<file path="config.mk">
export PLATFORM = sky130hd
export DESIGN_NAME = dm_result_dumper
export DESIGN_NICKNAME = d
export VERILOG_FILES = /design/src/rtl/dm_result_dumper.sv
export SDC_FILE = /design/constraint.sdc
export NUM_CORES = 1
export LEC_CHECK = 0
export CORE_ASPECT_RATIO = 1.75
export CORE_MARGIN = 1.5
export CORE_UTILIZATION = 46
export CTS_CLUSTER_SIZE = 14
export DETAILED_ROUTE_END_ITERATION = 7
export GPL_ROUTABILITY_DRIVEN = 0
export MAX_ROUTING_LAYER = met4
export PLACE_DENSITY = 0.87
export SLEW_MARGIN = 20
export SYNTH_ARGS = -nofsm -noshare
export SYNTH_HDL_FRONTEND = slang
export SYNTH_SLANG_ARGS = --single-unit
</file>
<file path="constraint.sdc">
create_clock -name clk -period 7.9 [get_ports clk]
set_input_delay 1.185 -clock clk [delete_from_list [all_inputs] [get_ports clk]]
set_output_delay 1.185 -clock clk [all_outputs]
set_load 0.005 [all_outputs]
</file>
<file path="src/rtl/dm_result_dumper.sv">
// Snoops data-memory writes for the end code (or a cycle-budget timeout), then reads the
// result window back from DM and streams it over valid/ready. Optional: DUMP_CYCLE_COUNT_EN.
module dm_result_dumper #(
  parameter logic [13:0] SIM_END_ADDR = 14'h3FFF,
  parameter logic [31:0] END_CODE     = 32'hFFFF_FFFF,
  parameter logic [13:0] TEST_START   = 14'h2000,
  parameter int unsigned NUM_WORDS    = 64,
  parameter int unsigned MAX_CYCLES   = 150000
) (
  input  logic        clk,
  input  logic        rst,
  input  logic [3:0]  dm_wen,
  input  logic [13:0] dm_waddr,
  input  logic [31:0] dm_wdata,
  output logic        rd_req,
  output logic [13:0] rd_addr,
  input  logic [31:0] rd_data,
  output logic        out_valid,
  input  logic        out_ready,
  output logic [31:0] out_data,
  output logic [15:0] out_index,
  output logic        out_last,
  output logic        busy,
  output logic        done,
  output logic        timeout,
  output logic [31:0] cycle_count
);

  typedef enum logic [2:0] {RUN, READ, WAIT, SEND, FIN} state_e;

  localparam logic [31:0] CYC_LIMIT = 32'(MAX_CYCLES - 1);
  localparam logic [15:0] LAST_DATA = 16'(NUM_WORDS - 1);
`ifdef DUMP_CYCLE_COUNT_EN
  localparam logic [15:0] TRAILER_IDX = 16'(NUM_WORDS);
`endif

  state_e      state_q, state_d;
  logic [15:0] idx_q, idx_d;
  logic        rd_req_q, rd_req_d;
  logic [13:0] rd_addr_q, rd_addr_d;
  logic        out_valid_q, out_valid_d;
  logic [31:0] out_data_q, out_data_d;
  logic        out_last_q, out_last_d;
  logic        busy_q, busy_d;
  logic        done_q, done_d;
  logic        timeout_q, timeout_d;
  logic [31:0] cycle_q, cycle_d;

  logic        end_hit;
  logic        limit_hit;
  logic [15:0] nxt_idx;

  assign end_hit   = (dm_wen == 4'hF) && (dm_waddr == SIM_END_ADDR) && (dm_wdata == END_CODE);
  assign limit_hit = (cycle_q == CYC_LIMIT);
  assign nxt_idx   = idx_q + 16'd1;

  // Next-state and registered-output computation
  always_comb begin
    state_d     = state_q;
    idx_d       = idx_q;
    rd_req_d    = 1'b0;
    rd_addr_d   = rd_addr_q;
    out_valid_d = out_valid_q;
    out_data_d  = out_data_q;
    out_last_d  = out_last_q;
    busy_d      = busy_q;
    done_d      = done_q;
    timeout_d   = timeout_q;
    cycle_d     = cycle_q;
    case (state_q)
      RUN: begin
        if (end_hit || limit_hit) begin
          // The counter freezes at its trigger-cycle value; timeout wins over a coincident end code.
          state_d   = READ;
          idx_d     = 16'd0;
          rd_req_d  = 1'b1;
          rd_addr_d = TEST_START;
          busy_d    = 1'b1;
          timeout_d = limit_hit;
        end else begin
          cycle_d = cycle_q + 32'd1;
        end
      end
      READ: begin
        state_d = WAIT;
      end
      WAIT: begin
        state_d     = SEND;
        out_data_d  = rd_data;
        out_valid_d = 1'b1;
`ifdef DUMP_CYCLE_COUNT_EN
        out_last_d  = 1'b0;
`else
        out_last_d  = (idx_q == LAST_DATA);
`endif
      end
      SEND: begin
        if (out_ready) begin
          if (out_last_q) begin
            state_d     = FIN;
            out_valid_d = 1'b0;
            busy_d      = 1'b0;
            done_d      = 1'b1;
`ifdef DUMP_CYCLE_COUNT_EN
          end else if (idx_q == LAST_DATA) begin
            // Trailer goes straight out of SEND without touching DM.
            idx_d      = TRAILER_IDX;
            out_data_d = cycle_q;
            out_last_d = 1'b1;
`endif
          end else begin
            state_d     = READ;
            idx_d       = nxt_idx;
            rd_req_d    = 1'b1;
            rd_addr_d   = TEST_START + nxt_idx[13:0];
            out_valid_d = 1'b0;
          end
        end else begin
          state_d = SEND;
        end
      end
      FIN: begin
        state_d = FIN;
      end
      default: begin
        state_d = RUN;
      end
    endcase
  end

  // State and output registers
  always_ff @(posedge clk or posedge rst) begin
    if (rst) begin
      state_q     <= RUN;
      idx_q       <= 16'd0;
      rd_req_q    <= 1'b0;
      rd_addr_q   <= 14'd0;
      out_valid_q <= 1'b0;
      out_data_q  <= 32'd0;
      out_last_q  <= 1'b0;
      busy_q      <= 1'b0;
      done_q      <= 1'b0;
      timeout_q   <= 1'b0;
      cycle_q     <= 32'd0;
    end else begin
      state_q     <= state_d;
      idx_q       <= idx_d;
      rd_req_q    <= rd_req_d;
      rd_addr_q   <= rd_addr_d;
      out_valid_q <= out_valid_d;
      out_data_q  <= out_data_d;
      out_last_q  <= out_last_d;
      busy_q      <= busy_d;
      done_q      <= done_d;
      timeout_q   <= timeout_d;
      cycle_q     <= cycle_d;
    end
  end

  assign rd_req      = rd_req_q;
  assign rd_addr     = rd_addr_q;
  assign out_valid   = out_valid_q;
  assign out_data    = out_data_q;
  assign out_index   = idx_q;
  assign out_last    = out_last_q;
  assign busy        = busy_q;
  assign done        = done_q;
  assign timeout     = timeout_q;
  assign cycle_count = cycle_q;

endmodule

</file>
# After elaboration in Yosys (flattened, before gate mapping)
# Index checks and enable logic that the tools add are counted.
# W data, S select, Z words.
[word_totals]
register_bits = 103
[op_classes]
eq_ne = 13
bitwise = 1
n_mux = 22
addsub = 3
n_reduce_logical = 12
[op_table]
columns = ["cell", "count"]
rows = [
  ["$mux W16", 3],
  ["$mux W14", 3],
  ["$add A32 B1 Y32 const B", 1],
  ["$eq A32 B18 Y1 const B", 1],
  ["$eq A32 B32 Y1 const B", 1],
  ["$pmux W16 S2", 1],
  ["$pmux W14 S2", 1],
  ["$add A16 B1 Y16 const B", 1],
  ["$eq A16 B6 Y1 const B", 1],
  ["$pmux W3 S5", 1],
  ["$add A14 B14 Y14 const A", 1],
  ["$eq A14 B14 Y1 const B", 1],
  ["$mux W3", 3],
  ["$ne A2 B2 Y1 const B", 4],
  ["$reduce_and A4 Y1", 2],
  ["$mux W1", 7],
  ["$eq A3 B2 Y1 const B", 2],
  ["$pmux W1 S2", 3],
  ["$reduce_and A2 Y1", 3],
  ["$eq A4 B4 Y1 const B", 1],
  ["$reduce_bool A2 Y1", 2],
  ["$eq A3 B1 Y1 const B", 1],
  ["$eq A3 B3 Y1 const B", 1],
  ["$logic_not A3 Y1", 1],
  ["4 further kinds", 5],
]

# Depth between registers and ports, before layout
# Gate-level depths: netlist (run 1).
[depth]
ltp_word = 6
depth_mapped = 8

# Least setup slack after synthesis (run 1)
# OpenSTA, ideal clock, no wires.
[synth_timing]
path_kind = "input to register"
start = "input port dm_wen[2]"
end = "register rd_addr_q[13], in the netlist rd_addr[13]"
arrival_ns = 2.458
path_stages = 7
setup_slack_ns = 5.318
setup_time_ns = 0.125
path_cell_list = "nand4_1 > nor4_1 > and4_1 > buf_2 > nor3b_4 > nor2_2 > mux2_2"
[synth_via]
elab_chain_len = 6
[synth_lines]
columns = ["item", "line_no", "text"]
rows = [
  ["from (decl)", "12", "input logic [3:0] dm_wen,"],
  ["$eq A4 B4 Y1", "53", "assign end_hit = (dm_wen == 4'hF) && (dm_waddr == SIM_END_ADDR) && (dm_wdata == END_CODE);"],
  ["$logic_and A1 B1 Y1 (2 in a row)", "53", ""],
  ["$logic_or A1 B1 Y1", "72", "if (end_hit || limit_hit) begin"],
  ["$ne A2 B2 Y1 (no line)", "-", ""],
  ["$reduce_and A4 Y1 (no line)", "-", ""],
  ["to (signal assigned)", "149", "rd_addr_q <= rd_addr_d;"],
  ["to (decl)", "40", "logic [13:0] rd_addr_q, rd_addr_d;"],
]
# Every way passes these cells.
# A chain may end at the register's enable or synchronous reset.

# Final worst setup path (run 1)
[layout_timing]
start = "input port out_ready"
end = "register rd_addr_q[13], in the netlist rd_addr[13]"
[layout_via]
elab_chain_len = 2
[layout_lines]
columns = ["item", "line_no", "text"]
rows = [
  ["from (decl)", "19", "input logic out_ready,"],
  ["$ne A2 B2 Y1 (no line)", "-", ""],
  ["$reduce_and A4 Y1 (no line)", "-", ""],
]
# Every way passes these cells.

==> summary.md, run 1 <==
| Metric | Value |
|---|---|
| Post-CTS sizing | 0 |
| Vias in the first global route | ~3800 |
| CTS Buf Count | 9 |
| Clock latency on the worst-skew pair | about 0.33 ns |
| Ant diodes | 0 |
| GRT Total Usage | approximately a quarter |
| First-pass GRT wire length | around 18000 um |
| Post-synthesis sequential area ratio | approximately 53% |
| Status | finished, final reports clean |
| Final hold vios | 0 |
| Post-DR vias/cell | ~5.5 |
| Hold_buf cts | 0 |
| Syn Nets | ~460 |
| Overall Power | 1.184 mW |
| Storage cell area | roughly 2300 um2 |
| Clock transition at path regs | 0.06 ns |
| Yosys top cell by area | dfrtp_1 |
| Reg-to-Reg Start | cycle_count[0] |
| Port buffer count | ~180 |
| Count leader, synth | dfrtp_1 |
| Mapped Cells | between 300 and 400 |
| CTS tree | built |
| DRT iter0 DRCs | about 210 |
| Final period util | 43.06% |
| Pwr Density | between 150 and 200 nW/um2 |
| Initial antenna violation count | 0 |
| Number of synthesized register bits | 90 |
| Crit path capture type | flop |
| Hold endpoint | done |
| DRC Markers | 0 |
| Setup TNS | 0 ns |
| DP Worst Slack | about 4.2 ns |
| Post-synth EDFFs | 0 |
| CP startpoint kind | input port |
| Worst-margin pin slew | 0.9695 ns |
| Clock skew | between 0.004 and 0.005 ns |
| Layout Nets | around 630 |
| Largest net degree at the start of global routing | 91 |
| Worst EP required | around 8.1 ns |
| Setup Viol. Count Final | 0 |
| Fmax | roughly 290 MHz |
| Synth-to-layout area growth | 50.49% |
| Top cell type's share of synthesized area | 53.14% |
| HP Class | reg2reg |
| Worst VDD drop | between 0.1 and 0.15 mV |
| P_leak | between 2 and 3 nW |
| Root buf cell | clkbuf_16 |
| Share of layout cells above drive strength 1 | a little under an eighth |
| Post-CTS Setup Bufs | 0 |
| YS warnings | 0 |
| Reg2Reg Setup Slack | around 5.2 ns |
| Hold Path Depth | 1 |
| Filler Cells Inserted | 681 |
| Slew HR | roughly a third |
| Max_cap viols | 0 |
| Register-to-Register Path Depth | 7 |
| Core Footprint | around 9000 um2 |
| Routed via count | about 3700 |
| Main flop type after synthesis | dfrtp_1 |
| Worst Setup Path Type | in2reg |
| Worst EP arrival | 3.62 ns |
| Height of the die | between 100 and 150 um |
| Hold path startpoint | done |
| HPWL Detailed | ~8700 um |
| Die X | between 70 and 80 um |
| Avg WL per Cell | 17.06 um |
| Post-synthesis cell type count | 46 |
| Post-synth ARST share | between 90% and 100% |
| Synthesized cell area | ~4200 um2 |
| Post-synth top cells | 90 x dfrtp_1, 37 x nand2_1, 35 x mux2_2 |
| Die ar. | 9820 um2 |
| Crit-path max FO | 12 |
| Clock Path Buffers | 2 |
| Final worst path period need | around 3.4 ns |
| IO Pins | 185 |
| Drt first pass iters | 4 |
| CTS sink count | 90 |
| Largest cells by area after synthesis | dfrtp_1 53%, mux2_2 9.3%, xnor2_1 6.2% |
| Std-Cell Rows | 46 |
| Setup slack after layout | between 4 and 5 ns |
| RSZ-0062 raised after global routing | false |
| Remaining antenna violation count | 0 |
| Synth Area per Inst | 11.39 um2 |
| Starting Density | a little under half |
| Final Slew Violations | 0 |
| Multi-input logic area | about 1800 um2 |
| H-tree level count | 3 |
| Routed wire length | between 10000 and 15000 um |
| Grt total ovfl | 0 |
| R2r endpoint | rd_addr[13] |
| Fin Hold WS | just under 0.5 ns |
how the worst max path moves through the flow:
stage | startpoint | to | slack, ns | cells past startpoint
after floorplan | rst | busy | 4.38 | 1
after CTS | dm_wen[2] | rd_addr[13] | 4.52 | 7
after global routing | dm_waddr[2] | rd_addr[13] | 4.38 | 7
final | out_ready | rd_addr[13] | 4.50 | 6
after detailed placement | dm_wen[2] | rd_addr[13] | 4.17 | 7
after global placement | dm_wen[2] | rd_addr[13] | 4.21 | 7
layer usage:
layer | global-route usage (%) | up-vias | routed length [um]
li1 | - | 1676 | -
met1 | 25.47 | 1804 | 3905
met2 | 45.56 | 179 | 6567
met3 | 3.552 | 31 | 590
met4 | 11.45 | 0 | 348
met5 | - | - | 0
worst max-delay path, cell delays in order:
cell and delay, ns:
clkdlybuf4s50_1 0.54, nand4b_1 0.14, nor2_1 0.58, nor2_1 0.31, nor2_2 0.47, mux2_2 0.39
cell families (layout without fill, tap and decap cells):
| logic type | count (synthesis) | count (layout) | synth area share [%] |
|---|---|---|---|
| AO/OA/AOI/OAI | 39 | 39 | 5.994 |
| XOR/XNOR | 32 | 32 | 6.614 |
| buffers and inverters | 28 | 205 | 4.428 |
| flip-flops | 90 | 90 | 53.14 |
| AND/OR/NAND/NOR | 146 | 146 | 19.93 |
| multiplexers | 35 | 35 | 9.300 |
| adder cells (fa/ha/maj) | 2 | 2 | 0.5904 |
stage by stage:
stage | util (%) | area [um2] | cells
floorplan | - | 4238 | 372
global placement | 67.67 | 6076 | 653
detailed placement | 67.67 | 6076 | 653
CTS | 70.99 | 6374 | 669
global route | 71.03 | 6377 | 669
finish | 71.03 | 6377 | 669
registers in the layout (all words and copies together) (netlist names), 3 cells and up:
name / flops
cycle_count: 32
out_index: 16
state_q: 3
out_data: 32
cells in the final DEF, fill, tap and decap left out, drive strengths merged, types with 4 or more instances in the layout:
| cell | count |
|---|---|
| and4 | 5 |
| o21ai | 9 |
| clkbuf | 12 |
| nor4 | 8 |
| a21oi | 6 |
| and3 | 10 |
| and2 | 5 |
| nand4 | 25 |
| nor2 | 17 |
| nand2 | 37 |
| xnor2 | 30 |
| clkdlybuf4s50 | 184 |
| o31ai | 5 |
| mux2 | 35 |
| dfrtp | 90 |
| o21a | 4 |
| nand3 | 19 |
| a31oi | 8 |
| nor3 | 8 |
layout make-up:
| class | instances | share of cell area, % |
|---|---|---|
| Clock buffer | 12 | 3.865 |
| Clock inverter | 4 | 0.8044 |
| Inverter | 3 | 0.1962 |
| Multi-Input combinational cell | 254 | 28.29 |
| Sequential cell | 90 | 35.31 |
| Tap cell | 120 | 2.354 |
| Timing Repair Buffer | 186 | 29.17 |
report_power, final:
group          internal, mW  total (mW)  switching, mW
Combinational         0.159       0.219         0.0598
Clock                 0.254       0.426          0.172
Sequential            0.513       0.538         0.0254
Total                 0.927        1.18          0.257
(Power assumes the default switching activity.)
==> run 2, diff against run 1 <==
--- a/config.mk
+++ b/config.mk
@@ -7,12 +7,12 @@
 export LEC_CHECK = 0
 export CORE_ASPECT_RATIO = 1.75
 export CORE_MARGIN = 1.5
-export CORE_UTILIZATION = 46
+export CORE_UTILIZATION = 38
 export CTS_CLUSTER_SIZE = 14
 export DETAILED_ROUTE_END_ITERATION = 7
 export GPL_ROUTABILITY_DRIVEN = 0
 export MAX_ROUTING_LAYER = met4
-export PLACE_DENSITY = 0.87
+export PLACE_DENSITY = 0.76
 export SLEW_MARGIN = 20
 export SYNTH_ARGS = -nofsm -noshare
 export SYNTH_HDL_FRONTEND = slang
==> constraint.sdc (replaced) <==
create_clock -name clk -period 2.74 [get_ports clk]
set_input_delay 0.411 -clock clk [delete_from_list [all_inputs] [get_ports clk]]
set_output_delay 0.411 -clock clk [all_outputs]
set_load 0.005 [all_outputs]
==> run 2 against run 1 <==
Register-to-register slack worse by 4.9 ns. Global-route usage fell by 4.5 points. Critical path depth grew 2. Sequential share of layout area is 0.46 points lower. Sequential power rose to 2.9 times the previous value. Utilization down 11 points. Flip-flop and latch count stayed put. Via count fell by 1.9%. First-iteration DRC count decreased by 24%. Die area increased by 20%. Worst setup slack worse by 4.1 ns. Combinational power grew to 2.9 times the previous value. Highest routed layer unchanged.
==> summary.md, run 2 (synthesized netlist as in run 1, its figures left out) <==
| Metric | Value |
|---|---|
| Crit path to | out_index[5] |
| Final worst path period need | 2.372 ns |
| Std-Cell Rows | 50 |
| HP Class | in2async |
| Initial antenna violation count | 0 |
| Storage cell area | around 2300 um2 |
| CP startpoint kind | flop |
| Psw | approximately 0.77 mW |
| Multi-input logic area | between 1500 and 2000 um2 |
| Post-DR vias/cell | approximately 5.3 |
| CTS sink count | 90 |
| Layout Nets | about 640 |
| Worst VDD drop | roughly 0.38 mV |
| Max_cap viols | 0 |
| Setup slack after layout | 0.3683 ns |
| Routed wire length | ~11000 um |
| Most frequent cells in the layout | 184 x clkdlybuf4s50_1, 90 x dfrtp_1, 37 x nand2_1 |
| Register-to-Register Path Depth | 8 |
| Grt total ovfl | 0 |
| First-pass GRT wire length | 18790 um |
| Clock transition at path regs | about 0.060 ns |
| Port buffer count | about 180 |
| Crit path capture type | flop |
| H-tree level count | 3 |
| Synth-to-layout area growth | 52.47% |
| Final hold vios | 0 |
| Core Footprint | around 11000 um2 |
| Clock Path Buffers | 2 |
| RSZ-0062 raised after global routing | false |
| Die X | 82.83 um |
| Most common cell after layout, fill and taps aside | clkdlybuf4s50_1 |
| Worst EP required | 2.99 ns |
| Clock skew | 0.005196 ns |
| CTS Buf Count | 9 |
| Reg-to-Reg Start | cycle_count[0] |
| Worst Setup Path Type | reg2reg |
| Max stage delay on crit path | just under 0.6 ns |
| R2r endpoint | out_index[5] |
| Pwr Density | between 500 and 600 nW/um2 |
| Root buf cell | clkbuf_16 |
| Cell-internal power | between 2 and 3 mW |
| Routed via count | approximately 3600 |
| DP Worst Slack | roughly 0.31 ns |
| GRT Total Usage | ~20% |
| Status | finished, final reports clean |
| Crit path from | cycle_count[0] |
| Crit-path max FO | 17 |
| Reg2Reg Setup Slack | approximately 0.37 ns |
| Sequential power share | a little under half |
| Fmax | between 400 and 500 MHz |
| Slew HR | 56.20% |
| Drt first pass iters | 4 |
| Post-CTS sizing | 0 |
| Post-CTS Setup Bufs | 0 |
| Vias in the first global route | between 3000 and 4000 |
| HPWL Detailed | ~9000 um |
| Hold_buf cts | 0 |
| P_leak | approximately 2.7 nW |
| Crit path max-delay cell type | nor3b_4 |
| CTS tree | built |
| DRC Markers | 0 |
| Starting Density | 39.38% |
| Share of layout cells above drive strength 1 | roughly an eighth |
| Final Slew Violations | 0 |
| Largest net degree at the start of global routing | between 40 and 50 |
| Height of the die | between 100 and 150 um |
| IO Pins | ~190 |
| Worst-margin pin slew | approximately 0.66 ns |
| CP cell instances | ha_1, and3_1, nand4_1, or2_1, nor3b_4, nor2_2, buf_4, a31oi_1 |
| Worst EP arrival | around 2.6 ns |
| Setup TNS | 0 ns |
| Remaining antenna violation count | 0 |
| Die ar. | 11820 um2 |
| Sw frac | 22.32% |
| Filler Cells Inserted | just over 900 |
| Ant diodes | 0 |
| Clock power frac | 36.4% |
| DRT iter0 DRCs | roughly 160 |
| Final period util | a little under 90% |
| Avg WL per Cell | ~17 um |
| Clock latency on the worst-skew pair | about 0.34 ns |
| Logic pwr share | between 10% and 20% |
| Setup Viol. Count Final | 0 |
run 2: worst max-delay path, delay by kind of cell (launching register included):
family | cells | cell delay, ns
AO/OA/AOI/OAI | 1 | 0.21
AND/OR/NAND/NOR | 5 | 1.17
flip-flops | 1 | 0.45
adder cells (fa/ha/maj) | 1 | 0.24
buffers and inverters | 1 | 0.21
run 2: how the worst min path moves through the flow:
stage | from | end | slack, ns | depth (start not counted)
after detailed placement | done | done | 0.46 | 1
after floorplan | done | done | 0.46 | 1
after global routing | done | done | 0.50 | 1
after global placement | done | done | 0.46 | 1
after CTS | rst | out_data[5] | 0.47 | 2
final | rst | out_data[5] | 0.45 | 2
run 2: power by group through the flow:
stage / combinational, mW / clock, mW / sequential, mW
3_3_place_gp: 0.631 / 0 / 1.57
3_5_place_dp: 0.646 / 0 / 1.58
6_report: 0.636 / 1.25 / 1.55
4_1_cts: 0.649 / 1.28 / 1.56
5_1_grt: 0.675 / 1.33 / 1.58
2_1_floorplan: 0.151 / 0 / 1.59
run 2: final cells by class:
cell class | count | share of cell area (%)
timing repair buffer | 193 | 29.74
clock inverter | 6 | 1.026
tap | 130 | 2.517
clock buffer | 10 | 3.699
sequential | 90 | 34.86
inverter | 3 | 0.2324
multi-input combinational | 254 | 27.92
run 2: metal layers:
metal	global-route usage (%)	vias up	wire [um]
li1	-	1697	-
met1	22.53	1763	4221
met2	36.16	133	6344
met3	3.468	27	493
met4	9.474	0	371
met5	-	-	0
run 2: through the flow:
step | hold slack, ns | utilization [%] | power (mW) | area, um2 | instances
floorplan | 0.4590 | - | 1.739 | 4242 | 372
global placement | 0.4553 | 57.21 | 2.199 | 6156 | 670
detailed placement | 0.4628 | 57.21 | 2.229 | 6156 | 670
CTS | 0.4698 | 60.05 | 3.488 | 6461 | 686
global route | 0.5036 | 60.05 | 3.582 | 6461 | 686
finish | 0.4531 | 60.05 | 3.440 | 6461 | 686
==> run 3, diff against run 2 <==
--- a/config.mk
+++ b/config.mk
@@ -13,6 +13,7 @@
 export GPL_ROUTABILITY_DRIVEN = 0
 export MAX_ROUTING_LAYER = met4
 export PLACE_DENSITY = 0.76
+export SKIP_CTS_REPAIR_TIMING = 1
 export SLEW_MARGIN = 20
 export SYNTH_ARGS = -nofsm -noshare
 export SYNTH_HDL_FRONTEND = slang
==> results of run 3 <==
No change in the layout: final DEF, timing and power equal those of run 2.
